`config.mk`:
```
export PLATFORM = sky130hd
export DESIGN_NAME = uart_frame_loader
export DESIGN_NICKNAME = d
export VERILOG_FILES = /design/src/rtl/uart_frame_loader_pkg.sv /design/src/rtl/uart_frame_loader_byte_timeout.sv /design/src/rtl/uart_frame_loader.sv
export SDC_FILE = /design/constraint.sdc
export NUM_CORES = 1
export LEC_CHECK = 0
export ABC_CLOCK_PERIOD_IN_PS = 5600
export BUFFER_PORTS_ARGS = -buffer_cell sky130_fd_sc_hd__buf_4
export CORE_UTILIZATION = 50
export DETAILED_ROUTE_END_ITERATION = 8
export GPL_TIMING_DRIVEN = 1
export PLACE_DENSITY = 0.7
export SYNTH_ARGS = -nofsm -noshare
export SYNTH_HDL_FRONTEND = slang
export SYNTH_HIERARCHICAL = 1
export SYNTH_SLANG_ARGS = --single-unit
export TNS_END_PERCENT = 5
```
`constraint.sdc`:
```
create_clock -name clk -period 5.6 [get_ports clk]
set_clock_uncertainty 0.05 [all_clocks]
set_input_delay 0.56 -clock clk [delete_from_list [all_inputs] [get_ports clk]]
set_output_delay 0.56 -clock clk [all_outputs]
set_load 0.1 [all_outputs]
```
`src/rtl/uart_frame_loader_pkg.sv`:
```
// osg_pkg: frame-loader defaults, FSM state type and the RAM address width
// shared with the channel RAM and the UART receiver.
package osg_pkg;
    localparam int         DEF_FRAME_LEN = 113;
    localparam logic [7:0] DEF_SYNC      = 8'hAA;
    localparam int         RAM_AW        = 8;
    typedef enum logic [1:0] {IDLE, PAYLOAD, CHECK} state_t;
endpackage

```
`src/rtl/uart_frame_loader_byte_timeout.sv`:
```
// byte_timeout: counts idle clocks while a frame is open; expire pulses when
// the gap since the last byte reaches TIMEOUT_CYC clocks, unless a byte arrives.
module byte_timeout #(
    parameter int TIMEOUT_CYC = 500000
) (
    input  logic clk,
    input  logic rst_n,
    input  logic run,
    input  logic kick,
    output logic expire
);
    localparam int TW = $clog2(TIMEOUT_CYC);
    logic [TW-1:0] r_timer;
    assign expire = run && !kick && (r_timer == TW'(TIMEOUT_CYC - 1));
    always_ff @(posedge clk or negedge rst_n)
        if (!rst_n) r_timer <= '0;
        else        r_timer <= (!run || kick || expire) ? '0 : r_timer + 1'b1;
endmodule

```
`src/rtl/uart_frame_loader.sv`:
```
// uart_frame_loader: hunts for SYNC, streams FRAME_LEN payload bytes into RAM
// top-down, and only re-enables RAM updates once the XOR checksum verifies.
module uart_frame_loader
    import osg_pkg::*;
#(
    parameter int         FRAME_LEN   = DEF_FRAME_LEN,
    parameter logic [7:0] SYNC        = DEF_SYNC,
    parameter int         TIMEOUT_CYC = 500000
) (
    input  logic              clk,
    input  logic              rst_n,
    input  logic [7:0]        rx_data,
    input  logic              rx_done,
    output logic [7:0]        ram_in,
    output logic [RAM_AW-1:0] ram_w_addr,
    output logic              ram_write,
    output logic              ram_read,
    output logic              busy,
    output logic              frame_ok,
    output logic              frame_err,
    output logic [7:0]        err_cnt
);
    localparam int CW = $clog2(FRAME_LEN);
    state_t        r_state;
    logic [CW-1:0] r_cnt;
    logic [7:0]    r_csum;
    logic          w_expire;
    logic          w_run;
    logic [7:0]    w_err_next;
    assign w_run      = r_state != IDLE;
    assign w_err_next = err_cnt + {7'd0, ~&err_cnt};
    byte_timeout #(.TIMEOUT_CYC(TIMEOUT_CYC)) u_timeout (
        .clk    (clk),
        .rst_n  (rst_n),
        .run    (w_run),
        .kick   (rx_done),
        .expire (w_expire)
    );
    always_ff @(posedge clk or negedge rst_n)
        if (!rst_n) begin
            r_state    <= IDLE;
            r_cnt      <= '0;
            r_csum     <= '0;
            ram_in     <= '0;
            ram_w_addr <= '0;
            ram_write  <= 1'b0;
            ram_read   <= 1'b0;
            busy       <= 1'b0;
            frame_ok   <= 1'b0;
            frame_err  <= 1'b0;
            err_cnt    <= '0;
        end else begin
            ram_write <= 1'b0;
            frame_ok  <= 1'b0;
            frame_err <= 1'b0;
            if (rx_done) begin
                case (r_state)
                    IDLE: if (rx_data == SYNC) begin
                        r_state  <= PAYLOAD;
                        r_cnt    <= '0;
                        r_csum   <= '0;
                        ram_read <= 1'b0;
                        busy     <= 1'b1;
                    end
                    PAYLOAD: begin
                        ram_write  <= 1'b1;
                        ram_w_addr <= RAM_AW'(FRAME_LEN - 1) - RAM_AW'(r_cnt);
                        ram_in     <= rx_data;
                        r_csum     <= r_csum ^ rx_data;
                        r_cnt      <= r_cnt + 1'b1;
                        if (r_cnt == CW'(FRAME_LEN - 1)) r_state <= CHECK;
                    end
                    CHECK: begin
                        r_state   <= IDLE;
                        busy      <= 1'b0;
                        frame_ok  <= rx_data == r_csum;
                        frame_err <= rx_data != r_csum;
                        ram_read  <= rx_data == r_csum;
                        if (rx_data != r_csum) err_cnt <= w_err_next;
                    end
                    default: r_state <= IDLE;
                endcase
            end else if (w_expire) begin
                // ram_read is already 0 here: it dropped on the SYNC byte
                r_state   <= IDLE;
                busy      <= 1'b0;
                frame_err <= 1'b1;
                err_cnt   <= w_err_next;
            end
        end
endmodule

```
-- Word level (Yosys, flattened, before mapping)
Index checks and enable logic that the tools add are counted.
- $add $sub $neg: 4
- eq/ne operators: 13
- mux-type cells: 27
- bitwise operators: 1
- reductions and logical operators: 19
- operator list (operator ; number):
    $mux 8 ; 5
    $add 19x1->19 const B ; 1
    $eq 19x19->1 const B ; 1
    $mux 19 ; 1
    $pmux 8 s2 ; 1
    $reduce_and 3->1 ; 5
    $pmux 7 s2 ; 1
    $mux 1 ; 11
    $add 8x1->8 ; 1
    $eq 8x8->1 ; 1
    $eq 8x8->1 const B ; 1
    $mux 2 ; 4
    $ne 8x8->1 ; 1
    $reduce_and 8->1 ; 1
    $reduce_bool 2->1 ; 4
    $sub 7x7->8 const A ; 1
    $xor 8x8->8 ; 1
    $add 7x1->7 const B ; 1
    $eq 7x7->1 const B ; 1
    $mux 7 ; 1
    $ne 3x3->1 const B ; 2
    $ne 2x1->1 const B ; 2
    $pmux 1 s2 ; 2
    $pmux 2 s2 ; 1
    9 further kinds ; 13
- register bits after elaboration: 65
- input port bits: 11
- output and inout port bits: 29
- word-level logic and storage cells: 76

-- Longest topological paths before layout
Gate-level depths: netlist (run 1).
- depth in word-level cells: 6
- depth in mapped cells: 10
- depth with buffers taken out: 10

-- Cells and area by module
Netlist (run 1), hierarchy kept.
- by module, submodules not included (module ; instances ; cells an instance ; area an instance (um^2) ; seq. area each (um^2)):
    uart_frame_loader ; 1 ; 218 ; 2185.8 ; 1151.1
    byte_timeout ; 1 ; 100 ; 967.2 ; 475.5

-- Worst setup path before layout (run 1)
OpenSTA, ideal clock, no wires.
- path kind: reg2reg
- start: reg err_cnt[2]
- end: reg err_cnt[1]
- library setup time: 0.128 ns
- data arrival time: 2.356 ns
- required time: 5.422 ns
- slack: 3.066 ns
- stages on the path, launching flop included: 7
- buffers on the path: 0
- period minus slack after synthesis: 2.534 ns
- cell sequence: dfrtp_1 and3_1 and3_1 nand4_1 ha_1 ha_1 mux2_1
- longest elaborated chain between the ends: 6
- elaborated cells between the ends (all ways): 7
- classes of those cells: add/sub (1); mux (4); reduce/logical (2)
- ends and longest elaborated chain (what ; line ; text):
    start: declaration ; uart_frame_loader.sv:21 ; output logic [7:0] err_cnt
    start signal: assignment ; uart_frame_loader.sv:79 ; if (rx_data != r_csum) err_cnt <= w_err_next;
    start signal: assignment ; uart_frame_loader.sv:88 ; err_cnt <= w_err_next;
    $reduce_and 8->1 * ; uart_frame_loader.sv:31 ; assign w_err_next = err_cnt + {7'd0, ~&err_cnt};
    $logic_not 1->1 * ; uart_frame_loader.sv:31 ;
    $add 8x1->8 * ; uart_frame_loader.sv:31 ;
    net w_err_next[1] ; uart_frame_loader.sv:29 ; logic [7:0] w_err_next;
    $mux 8 ; uart_frame_loader.sv:79 ;
    $mux 8 ; uart_frame_loader.sv:57 ; case (r_state)
    $mux 8 * ; uart_frame_loader.sv:56 ; if (rx_done) begin
Mark *: on every way through the listed nets, which the timed path passes. The rest lies on a longest branch. The select of a mux whose other input is x is not followed.
A chain may end at the register's enable or synchronous reset.

-- Worst setup path after layout (run 1)
- start: reg r_state[1]
- end: reg r_csum[4]
- longest elaborated chain between the ends: 3
- elaborated cells between the ends (all ways): 6
- classes of those cells: eq/ne (2); mux (1); reduce/logical (3)
- ends and longest elaborated chain (what ; line ; text):
    start: declaration ; uart_frame_loader.sv:24 ; state_t r_state;
    start signal: assignment ; uart_frame_loader.sv:41 ; r_state <= IDLE;
    start signal: assignment ; uart_frame_loader.sv:59 ; r_state <= PAYLOAD;
    start signal: assignment ; uart_frame_loader.sv:71 ; if (r_cnt == CW'(FRAME_LEN - 1)) r_state <= CHECK;
    $eq 2x1->1 or $logic_not 2->1 (tied branches) ; uart_frame_loader.sv:57 ;
    $reduce_bool 2->1 (no line) or $ne 2x2->1 (tied branches) ; -- ;
    $reduce_and 3->1 (no line) ; -- ;
    end signal: assignment ; uart_frame_loader.sv:69 ; r_csum <= r_csum ^ rx_data;
    end: declaration ; uart_frame_loader.sv:26 ; logic [7:0] r_csum;
Several ways; a longest one is shown, not always the timed one.

==> results of run 1 <==
## critical path: stages, from the launching register on
cell and delay, ns:
dfrtp_1 0.46, nor2b_1 0.67, nand2_1 0.82, inv_2 0.49, nand2_1 0.11, o21ai_0 0.16
## kinds of logic after synthesis
kind of cell,count (synthesis),synth area share (%)
mux,3,1.071
xor+xnor,34,9.444
simple gates,146,24.09
buf+inv,20,2.579
flops,65,51.59
compound gates,45,9.246
fa+ha+maj,5,1.984
## sequential cells by signal, summed over array words and instances, names as in the netlist
name,flops
ram_read,1
frame_err,1
r_cnt,7
r_csum,8
u_timeout/r_timer,19
frame_ok,1
ram_w_addr,8
r_state,2
ram_in,8
busy,1
err_cnt,8
ram_write,1
## stage by stage
| stage | util [%] | area, sq um | power, mW | hold WS (ns) | std cells |
|---|---|---|---|---|---|
| after global placement | 58.48 | 3503 | 1.330 | 0.4165 | 423 |
| after global routing | 61.30 | 3672 | 1.772 | 0.3350 | 436 |
| after CTS | 61.30 | 3672 | 1.696 | 0.2926 | 436 |
| final | 61.30 | 3672 | 1.682 | 0.2797 | 436 |
| after detailed placement | 58.48 | 3503 | 1.335 | 0.4137 | 423 |
| after floorplan | - | 3153 | 1.185 | 0.2144 | 318 |
## power by group through the flow
stage	Sequential [mW]	Clock (mW)	Combinational [mW]
floorplan	1.01	0	0.170
global placement	0.639	0	0.691
detailed placement	0.639	0	0.696
CTS	0.633	0.366	0.697
global route	0.648	0.385	0.739
finish	0.633	0.356	0.693
## routing by layer
metal  vias to the layer above  share of wire, %  wire, um  GRT usage [%]
li1                       1181                 -         -              -
met3                        16               3.7       228          3.889
met4                         0               2.7       167          12.32
met2                        47                43      2631          31.08
met5                         -                 0         0              0
met1                      1133                51      3122          29.92
## cell type report
| class | instances | area [sq um] | share of cell area [%] |
|---|---|---|---|
| inverter | 10 | 37.54 | 1.022 |
| clock buffer | 13 | 168.9 | 4.600 |
| sequential | 65 | 1627 | 44.29 |
| tap | 75 | 93.84 | 2.555 |
| timing repair buffer | 40 | 300.3 | 8.177 |
| multi-input combinational | 233 | 1445 | 39.35 |
## worst paths after layout
path	start	to	slack, ns	cells after the start
hold / removal	rst_n	err_cnt[7]	0.28	1
max in group asynchronous	rst_n	ram_in[0]	4.70	1
min in group clk	rx_data[7]	ram_in[7]	0.41	3
setup reg to reg	r_state[1]	r_csum[4]	2.75	5
hold reg to reg	ram_in[7]	ram_in[7]	0.44	2
setup / recovery	r_state[1]	r_csum[4]	2.75	5
## cell usage after synthesis, types with 2 or more instances
| library cell | instances |
|---|---|
| or3_1 | 4 |
| inv_1 | 9 |
| nand4_1 | 12 |
| nor2b_1 | 4 |
| nor3b_1 | 2 |
| nand3_2 | 2 |
| or4_1 | 4 |
| nor3_1 | 5 |
| and3_1 | 7 |
| buf_2 | 5 |
| o31ai_1 | 3 |
| nor2_1 | 26 |
| o21ai_0 | 11 |
| clkbuf_1 | 5 |
| o211ai_1 | 7 |
| xnor2_1 | 16 |
| nand2_1 | 55 |
| nand4bb_1 | 3 |
| dfrtp_1 | 65 |
| nand3_1 | 8 |
| ha_1 | 5 |
| mux2_1 | 2 |
| nor4_1 | 4 |
| o21ai_1 | 12 |
| a21oi_1 | 6 |
| xor2_1 | 18 |
| nand2b_1 | 3 |
==> results.sh, run 1 <==
export IMPL_swShare_pct=46.35
export IMPL_crit_type="flop to flop"
export IMPL_yosysWarnings=6
export IMPL_grt_max_degree=66
export IMPL_place_gp_congestion=0.7472
export IMPL_max_freq_mhz=351.0
export IMPL_nNetsFinal=375
export IMPL_root_buffer="clkbuf_8"
export IMPL_design_core_area_sq_um=5991
export IMPL_first_pass_iters=4
export IMPL_ir_worst_vdd_mv=0.3751
export IMPL_syn_area_sq_um=3153
export IMPL_ys_seq_elements=65
export IMPL_avgRoutedWirePerCell_um=14.10
export IMPL_cp_start_kind="flop"
export IMPL_layout_commonest_cell="dfrtp_1"
export IMPL_wl_mm=6.149
export IMPL_antenna_found_initial=0
export IMPL_tritoncts="done"
export IMPL_p_per_area_nw_per_um2=458.0
export IMPL_drtIter0Drc=99
export IMPL_clockBufferDepth=2
export IMPL_ant_nets=0
export IMPL_yosysTopAreaCell="dfrtp_1"
export IMPL_synth_top_area_share_pct=51.59
export IMPL_p_leak_nw=1.691
export IMPL_cts_setup_buffers=0
export IMPL_cts_reportedPaths_clkPinSlew_ns=0.07
export IMPL_cts_made_buffers=9
export IMPL_async_reset_ff_share_pct=100.0
export IMPL_grt_pass1_vias=2273
export IMPL_clock_sinks=65
export IMPL_crit_fanout=32
export IMPL_syn_avg_cell_area_sq_um=9.915
export IMPL_die_area_sq_um=6628
export IMPL_critPathArrivalTime_ns=3.06
export IMPL_clkPwrFrac_pct=21.2
export IMPL_synthCells=318
export IMPL_power_frac_seq_pct=37.6
export IMPL_synth_edf_count=0
export IMPL_worstPathRequired_ns=5.81
export IMPL_area_delta_synth_final_pct=16.47
export IMPL_relSlewSlack_pct=31.60
export IMPL_numPortBuffers=39
export IMPL_drv_slew=0
export IMPL_layout_common_cells="dfrtp_1 (65), nand2_1 (55), buf_4 (40)"
export IMPL_grtUsageTotal_pct=21.43
export IMPL_crit_path_end_kind="flop"
export IMPL_nFillCells=518
export IMPL_clk_latency_ns=0.34
export IMPL_synth_nets=334
export IMPL_post_route_period_util_pct=50.87
export IMPL_dp_slack_ns=2.564
export IMPL_p_int_mw=0.9023
export IMPL_cts_hold_buf=0
export IMPL_drc=0
export IMPL_hpwl_mm=4.148
export IMPL_synth_area_leaders="dfrtp_1 (52%), nand2_1 (6.5%), xor2_1 (5.0%), xnor2_1 (4.4%), nor2_1 (3.1%)"
export IMPL_finalWorstSetupSlack_ns=2.751
export IMPL_status="finished clean"
export IMPL_grt_ovfl_total=0
export IMPL_worst_pin_slew_ns=1.024
export IMPL_period_needed_ns=2.849
export IMPL_p_switching_mw=0.7796
export IMPL_tns_ns=0
export IMPL_drive_gt1_share_pct=17.17
export IMPL_die_y_um=81.41
export IMPL_cap_viol_max_count=0
export IMPL_ys_dominant_reg_cell="dfrtp_1"
export IMPL_vias=2377
export IMPL_hp_class="input pin to async pin"
export IMPL_vias_per_cell=5.452
export IMPL_rows=28
export IMPL_cts_resized=0
export IMPL_n_antenna_cell=0
export IMPL_htree_levels=3
export IMPL_setup_viol=0
export IMPL_ys_types=42
export IMPL_rsz0062_at_grt="false"
export IMPL_final_hold_viol_count=0
export IMPL_initial_core_util_pct=52.63
export IMPL_die_x_um=81.41
export IMPL_ios=40
export IMPL_pwr_share_comb_pct=41.2
export IMPL_grt_pass1_wl_mm=10.52
export IMPL_seq_area_frac_synth_pct=51.59
Power figures use the tool's default switching activity.
==> run 2: changes to the inputs <==
--- a/config.mk
+++ b/config.mk
@@ -5,7 +5,7 @@
 export SDC_FILE = /design/constraint.sdc
 export NUM_CORES = 1
 export LEC_CHECK = 0
-export ABC_CLOCK_PERIOD_IN_PS = 5600
+export ABC_CLOCK_PERIOD_IN_PS = 2900
 export BUFFER_PORTS_ARGS = -buffer_cell sky130_fd_sc_hd__buf_4
 export CORE_UTILIZATION = 50
 export DETAILED_ROUTE_END_ITERATION = 8
==> constraint.sdc (replaced) <==
create_clock -name clk -period 2.9 [get_ports clk]
set_clock_uncertainty 0.05 [all_clocks]
set_input_delay 0.29 -clock clk [delete_from_list [all_inputs] [get_ports clk]]
set_output_delay 0.29 -clock clk [all_outputs]
set_load 0.1 [all_outputs]
==> run 2 against run 1 <==
  * The flow now finishes with violations (negative hold slack)
  * Worst setup slack got worse by 2.3 ns
  * Critical path depth rose by 3
  * Hold slack got worse by 0.30 ns
  * Total power is 100% higher
  * Utilization is 1.2 points higher
  * Clock power grew 130%
  * Count of clock-buffer cells in the layout shrank 3
  * Non-clock buffer count is 4 higher
  * Combinational power up 96%
  * First-iteration DRC count rose by 38%
  * Sequential power increased by 91%
  * Routed wire length rose by 2.9%
  * Highest routed layer unchanged
==> results.sh, run 2 (synthesized netlist as in run 1, its figures left out) <==
export IMPL_first_pass_iters=4
export IMPL_grt_pass1_vias=2301
export IMPL_dr_wl_met3_um=250
export IMPL_grt_ovfl_total=0
export IMPL_crit_fanout=9
export IMPL_die_area_sq_um=6628
export IMPL_drc=0
export IMPL_status="finished with violations"
export IMPL_maxUsedRoutingLayer="met4"
export IMPL_hp_class="input pin to async pin"
export IMPL_drv_slew=0
export IMPL_critPathMaxStageDelay_ns=0.42
export IMPL_p_per_area_nw_per_um2=909.6
export IMPL_clockBufferDepth=2
export IMPL_crit_slowest_cell="dfrtp_1"
export IMPL_clkPwrFrac_pct=24.5
export IMPL_violations="negative hold slack"
export IMPL_cts_setup_buffers=0
export IMPL_period_needed_ns=2.461
export IMPL_setup_viol=0
export IMPL_die_x_um=81.41
export IMPL_final_hold_viol_count=29
export IMPL_ios=40
export IMPL_crit_path_end_kind="flop"
export IMPL_clock_sinks=65
export IMPL_max_freq_mhz=406.4
export IMPL_numPortBuffers=39
export IMPL_fin_hold_ws_ns=-0.01816
export IMPL_largest_reg_flops=19
export IMPL_design_core_area_sq_um=5991
export IMPL_cts_made_buffers=9
export IMPL_drive_gt1_share_pct=18.75
export IMPL_initial_core_util_pct=52.63
export IMPL_reg2reg_slack_ns=0.44
export IMPL_cts_hold_buf=0
export IMPL_vias_per_cell=5.501
export IMPL_wl_mm=6.329
export IMPL_grt_pass1_wl_mm=10.56
export IMPL_n_antenna_cell=0
export IMPL_p_leak_nw=1.728
export IMPL_p_int_mw=1.862
export IMPL_drt_met1_wl_mm=2.987
export IMPL_top_register="u_timeout/r_timer"
export IMPL_rsz0062_at_grt="false"
export IMPL_grt_max_degree=66
export IMPL_place_gp_congestion=0.7910
export IMPL_cp_num_buf_inv=1
export IMPL_root_buffer="clkbuf_8"
export IMPL_area_delta_synth_final_pct=18.73
export IMPL_htree_levels=3
export IMPL_tritoncts="done"
export IMPL_critPathArrivalTime_ns=2.64
export IMPL_power_frac_seq_pct=35.6
export IMPL_hpwl_mm=4.383
export IMPL_total_power_mw=3.405
export IMPL_cp_start_kind="flop"
export IMPL_tns_ns=0
export IMPL_vias=2437
export IMPL_critPathTopFamily="simple AND/OR/NAND/NOR gates"
export IMPL_wl_met2_mm=2.998
export IMPL_relSlewSlack_pct=46.27
export IMPL_path_cells="nor4b_1 > nand4_1 > nor3_1 > and3_1 > inv_1 > mux2_2 > a31oi_4 > mux2_1"
export IMPL_cts_resized=0
export IMPL_clk_latency_ns=0.34
export IMPL_crit_type="flop to flop"
export IMPL_avgRoutedWirePerCell_um=14.29
export IMPL_die_y_um=81.41
export IMPL_rows=28
export IMPL_nNetsFinal=379
export IMPL_p_switching_mw=1.543
export IMPL_drtIter0Drc=137
export IMPL_cap_viol_max_count=0
export IMPL_ir_worst_vdd_mv=0.8915
export IMPL_antenna_found_initial=0
export IMPL_cts_reportedPaths_clkPinSlew_ns=0.07
export IMPL_swShare_pct=45.31
export IMPL_layout_commonest_cell="dfrtp_1"
export IMPL_post_route_period_util_pct=84.85
export IMPL_pwr_share_comb_pct=39.9
export IMPL_grtUsageTotal_pct=21.52
export IMPL_layout_common_cells="dfrtp_1 (65), nand2_1 (55), buf_4 (44)"
export IMPL_worstPathRequired_ns=3.08
export IMPL_worst_pin_slew_ns=0.8059
export IMPL_ant_nets=0
run 2: cell types whose count changed in the layout (fill, tap and decap cells not counted):
cell        before  now
buf_4           40   44
clkbuf_8        12    9
clkinv_2         0    3
bufinv_16        0    2
clkinvlp_4       0    1
run 2: layout make-up:
cell class | count | area [sq um]
clock buffers | 10 | 127.6
clock inverters | 6 | 82.58
flip-flops and latches | 65 | 1627
well taps | 75 | 93.84
inverters | 10 | 37.54
multi-input cells | 233 | 1445
fillers | 500 | 2247
repair buffers | 44 | 330.3
run 2: final timing paths:
path,end,from,cells past startpoint
setup / recovery,err_cnt[1],u_timeout/r_timer[9],8
hold / removal,err_cnt[7],rst_n,1
setup reg to reg,err_cnt[1],u_timeout/r_timer[9],8
hold reg to reg,ram_in[5],ram_in[5],2
max in group asynchronous,r_cnt[1],rst_n,1
min in group clk,ram_in[7],rx_data[7],3
run 2: power groups by stage:
stage / combinational [mW] / clock, mW / sequential [mW]
after global routing: 1.43 / 0.894 / 1.24
after floorplan: 0.329 / 0 / 1.96
after detailed placement: 1.36 / 0 / 1.23
final: 1.36 / 0.833 / 1.21
after CTS: 1.37 / 0.849 / 1.21
after global placement: 1.35 / 0 / 1.22
run 2: through the flow:
| stage | cell area [sq um] | worst slack, ns | utilization, % | cells |
|---|---|---|---|---|
| after global routing | 3744 | 0.2648 | 62.49 | 443 |
| final | 3744 | 0.4393 | 62.49 | 443 |
| after floorplan | 3153 | 0.3657 | - | 318 |
| after global placement | 3533 | 0.4894 | 58.98 | 427 |
| after CTS | 3744 | 0.4325 | 62.49 | 443 |
| after detailed placement | 3533 | 0.4435 | 58.98 | 427 |
run 2: per-layer routing:
layer,track usage [%],vias up
met3,5.000,8
met5,0,-
met1,28.45,1186
met4,10.54,0
met2,33.17,50
li1,-,1193
==> run 3: changes to the inputs <==
--- a/config.mk
+++ b/config.mk
@@ -5,12 +5,12 @@
 export SDC_FILE = /design/constraint.sdc
 export NUM_CORES = 1
 export LEC_CHECK = 0
-export ABC_CLOCK_PERIOD_IN_PS = 2900
+export ABC_CLOCK_PERIOD_IN_PS = 2100
 export BUFFER_PORTS_ARGS = -buffer_cell sky130_fd_sc_hd__buf_4
 export CORE_UTILIZATION = 50
 export DETAILED_ROUTE_END_ITERATION = 8
 export GPL_TIMING_DRIVEN = 1
-export PLACE_DENSITY = 0.7
+export PLACE_DENSITY = 0.73
 export SYNTH_ARGS = -nofsm -noshare
 export SYNTH_HDL_FRONTEND = slang
 export SYNTH_HIERARCHICAL = 1
==> constraint.sdc (replaced) <==
create_clock -name clk -period 2.1 [get_ports clk]
set_clock_uncertainty 0.05 [all_clocks]
set_input_delay 0.21 -clock clk [delete_from_list [all_inputs] [get_ports clk]]
set_output_delay 0.21 -clock clk [all_outputs]
set_load 0.1 [all_outputs]
==> run 3 against run 2 <==
  * Critical path depth did not move
  * Clock power rose by 28%
  * Cell area rose by 7.8%
  * The flow finishes with violations (negative setup slack)
  * Final cell count rose by 7.2%
  * Sequential share of layout area fell by 2.8 points
  * Critical endpoint is now err_cnt[0]
  * Via count rose by 6.0%
  * Sequential power rose by 40%
  * Register-to-register slack got worse by 0.56 ns
  * Global-route usage rose by 2.3 points
==> results.sh, run 3 (synthesized netlist as in run 1, its figures left out) <==
export IMPL_avgRoutedWirePerCell_um=14.56
export IMPL_initial_core_util_pct=52.63
export IMPL_hp_class="input pin to flop"
export IMPL_cts_reportedPaths_clkPinSlew_ns=0.07
export IMPL_crit_path_end_kind="flop"
export IMPL_grt_max_degree=36
export IMPL_grt_pass1_wl_mm=11.59
export IMPL_cap_viol_max_count=0
export IMPL_top_register="u_timeout/r_timer"
export IMPL_layout_common_cells="buf_4 (75), dfrtp_1 (60), nand2_1 (54)"
export IMPL_ir_worst_vdd_mv=0.9040
export IMPL_drtIter0Drc=159
export IMPL_p_switching_mw=2.152
export IMPL_wl_mm=6.914
export IMPL_ios=40
export IMPL_clkPwrFrac_pct=22.9
export IMPL_clock_sinks=65
export IMPL_violations="negative setup slack"
export IMPL_die_x_um=81.41
export IMPL_min_from="rx_data[7]"
export IMPL_place_inst=457
export IMPL_max_freq_mhz=450.4
export IMPL_tritoncts="done"
export IMPL_root_buffer="clkbuf_8"
export IMPL_drc=0
export IMPL_seq_area_sq_um=1638
export IMPL_first_pass_iters=4
export IMPL_cts_made_buffers=9
export IMPL_die_y_um=81.41
export IMPL_rows=28
export IMPL_layout_commonest_cell="buf_4"
export IMPL_n_antenna_cell=0
export IMPL_p_int_mw=2.543
export IMPL_crit_fanout=5
export IMPL_critPathArrivalTime_ns=2.39
export IMPL_worstPathRequired_ns=2.27
export IMPL_critPathLaunch="u_timeout/r_timer[5]"
export IMPL_place_gp_congestion=0.8254
export IMPL_r2r_start="u_timeout/r_timer[5]"
export IMPL_multiInputGateArea_sq_um=1496
export IMPL_clockBufferDepth=2
export IMPL_grt_ovfl_total=0
export IMPL_die_area_sq_um=6628
export IMPL_setup_viol=8
export IMPL_rsz0062_at_grt="true"
export IMPL_pwr_share_comb_pct=41.1
export IMPL_ant_nets=0
export IMPL_period_needed_ns=2.220
export IMPL_nFillCells=471
export IMPL_design_core_area_sq_um=5991
export IMPL_post_route_period_util_pct=105.7
export IMPL_numPortBuffers=39
export IMPL_antenna_found_initial=0
export IMPL_dp_slack_ns=-0.1904
export IMPL_relSlewSlack_pct=54.83
export IMPL_power_frac_seq_pct=36.0
export IMPL_swShare_pct=45.84
export IMPL_p_per_area_nw_per_um2=1164
export IMPL_grtUsageTotal_pct=23.82
export IMPL_stdcell_count=475
export IMPL_status="finished with violations"
export IMPL_p_leak_nw=1.890
export IMPL_hpwl_mm=4.857
export IMPL_grt_pass1_vias=2429
export IMPL_fin_util_pct=67.34
export IMPL_area_delta_synth_final_pct=27.94
export IMPL_cp_start_kind="flop"
export IMPL_htree_levels=3
export IMPL_vias=2584
export IMPL_worst_pin_slew_ns=0.6724
export IMPL_vias_per_cell=5.440
export IMPL_final_hold_viol_count=0
export IMPL_clk_latency_ns=0.34
export IMPL_largest_reg_flops=19
export IMPL_drv_slew=0
export IMPL_drive_gt1_share_pct=28.25
export IMPL_nNetsFinal=412
export IMPL_fin_hold_ws_ns=0.06623
export IMPL_finalWorstSetupSlack_ns=-0.1203
export IMPL_crit_type="flop to flop"
## run 3: cell types whose count changed in the layout (fill, tap and decap cells not counted), moves of 2 or more
| cell | before | now |
|---|---|---|
| buf_4 | 44 | 75 |
| dfrtp_1 | 65 | 60 |
| dfrtp_2 | 0 | 3 |
| mux2_4 | 0 | 3 |
| clkbuf_8 | 9 | 11 |
| dfrtp_4 | 0 | 2 |
| mux2_1 | 2 | 0 |
## run 3: cell type report
class	count	share of cell area [%]
inverter	10	0.9305
timing repair buffer	76	14.21
multi-input combinational	234	37.10
clock inverter	3	0.9926
clock buffer	12	3.846
tap	75	2.326
sequential	65	40.60
## run 3: power groups by stage
stage	sequential, mW	combinational (mW)	clock (mW)
floorplan	2.71	0.454	0
global placement	1.70	1.90	0
detailed placement	1.71	1.93	0
CTS	1.69	1.94	1.09
global route	1.72	2.03	1.15
finish	1.69	1.93	1.07
## run 3: stage by stage
| stage | TNS [ns] | power (mW) | cell area [sq um] |
|---|---|---|---|
| 6_report | -0.6903 | 4.695 | 4034 |
| 5_1_grt | -2.034 | 4.899 | 4034 |
| 4_1_cts | -0.6216 | 4.728 | 4030 |
| 3_5_place_dp | -1.128 | 3.637 | 3786 |
| 3_3_place_gp | -0.6022 | 3.606 | 3786 |
| 2_1_floorplan | -0.5280 | 3.160 | 3181 |
## run 3: what timing repair did
item / CTS / global route
gates resized for setup: 4 / 1
endpoints found under the hold margin: 33 / 0
pin swaps: 6 / 5
setup endpoints to repair: 8 / 10
setup buffers: 1 / 0
hold buffers: 1 / 0
gates cloned: 1 / 0
## run 3: path summary, 6_finish.rpt
| kind | end | slack (ns) | depth (start not counted) |
|---|---|---|---|
| worst max-delay path | err_cnt[0] | -0.12 | 8 |
| worst min-delay path | ram_in[7] | 0.07 | 3 |
| worst max register to register | err_cnt[0] | -0.12 | 8 |
| worst min register to register | ram_read | 0.43 | 1 |
| max in group asynchronous | r_cnt[1] | 1.10 | 3 |
| min in group asynchronous | ram_write | 0.31 | 2 |
## run 3: routing by layer
| layer | track usage, % | vias to the layer above | wire length (um) |
|---|---|---|---|
| li1 | - | 1267 | - |
| met1 | 33.09 | 1232 | 3195 |
| met2 | 34.50 | 71 | 3188 |
| met3 | 6.333 | 14 | 343 |
| met4 | 11.25 | 0 | 187 |
| met5 | 0 | - | 0 |
## run 3: worst max-delay path: stages, from the launching register on
cell	delay, ns
dfrtp_1	0.39
nor4_2	0.28
nand3b_1	0.15
nor3_2	0.18
and3_1	0.18
inv_1	0.04
mux2_4	0.29
a31oi_4	0.23
mux2_4	0.32
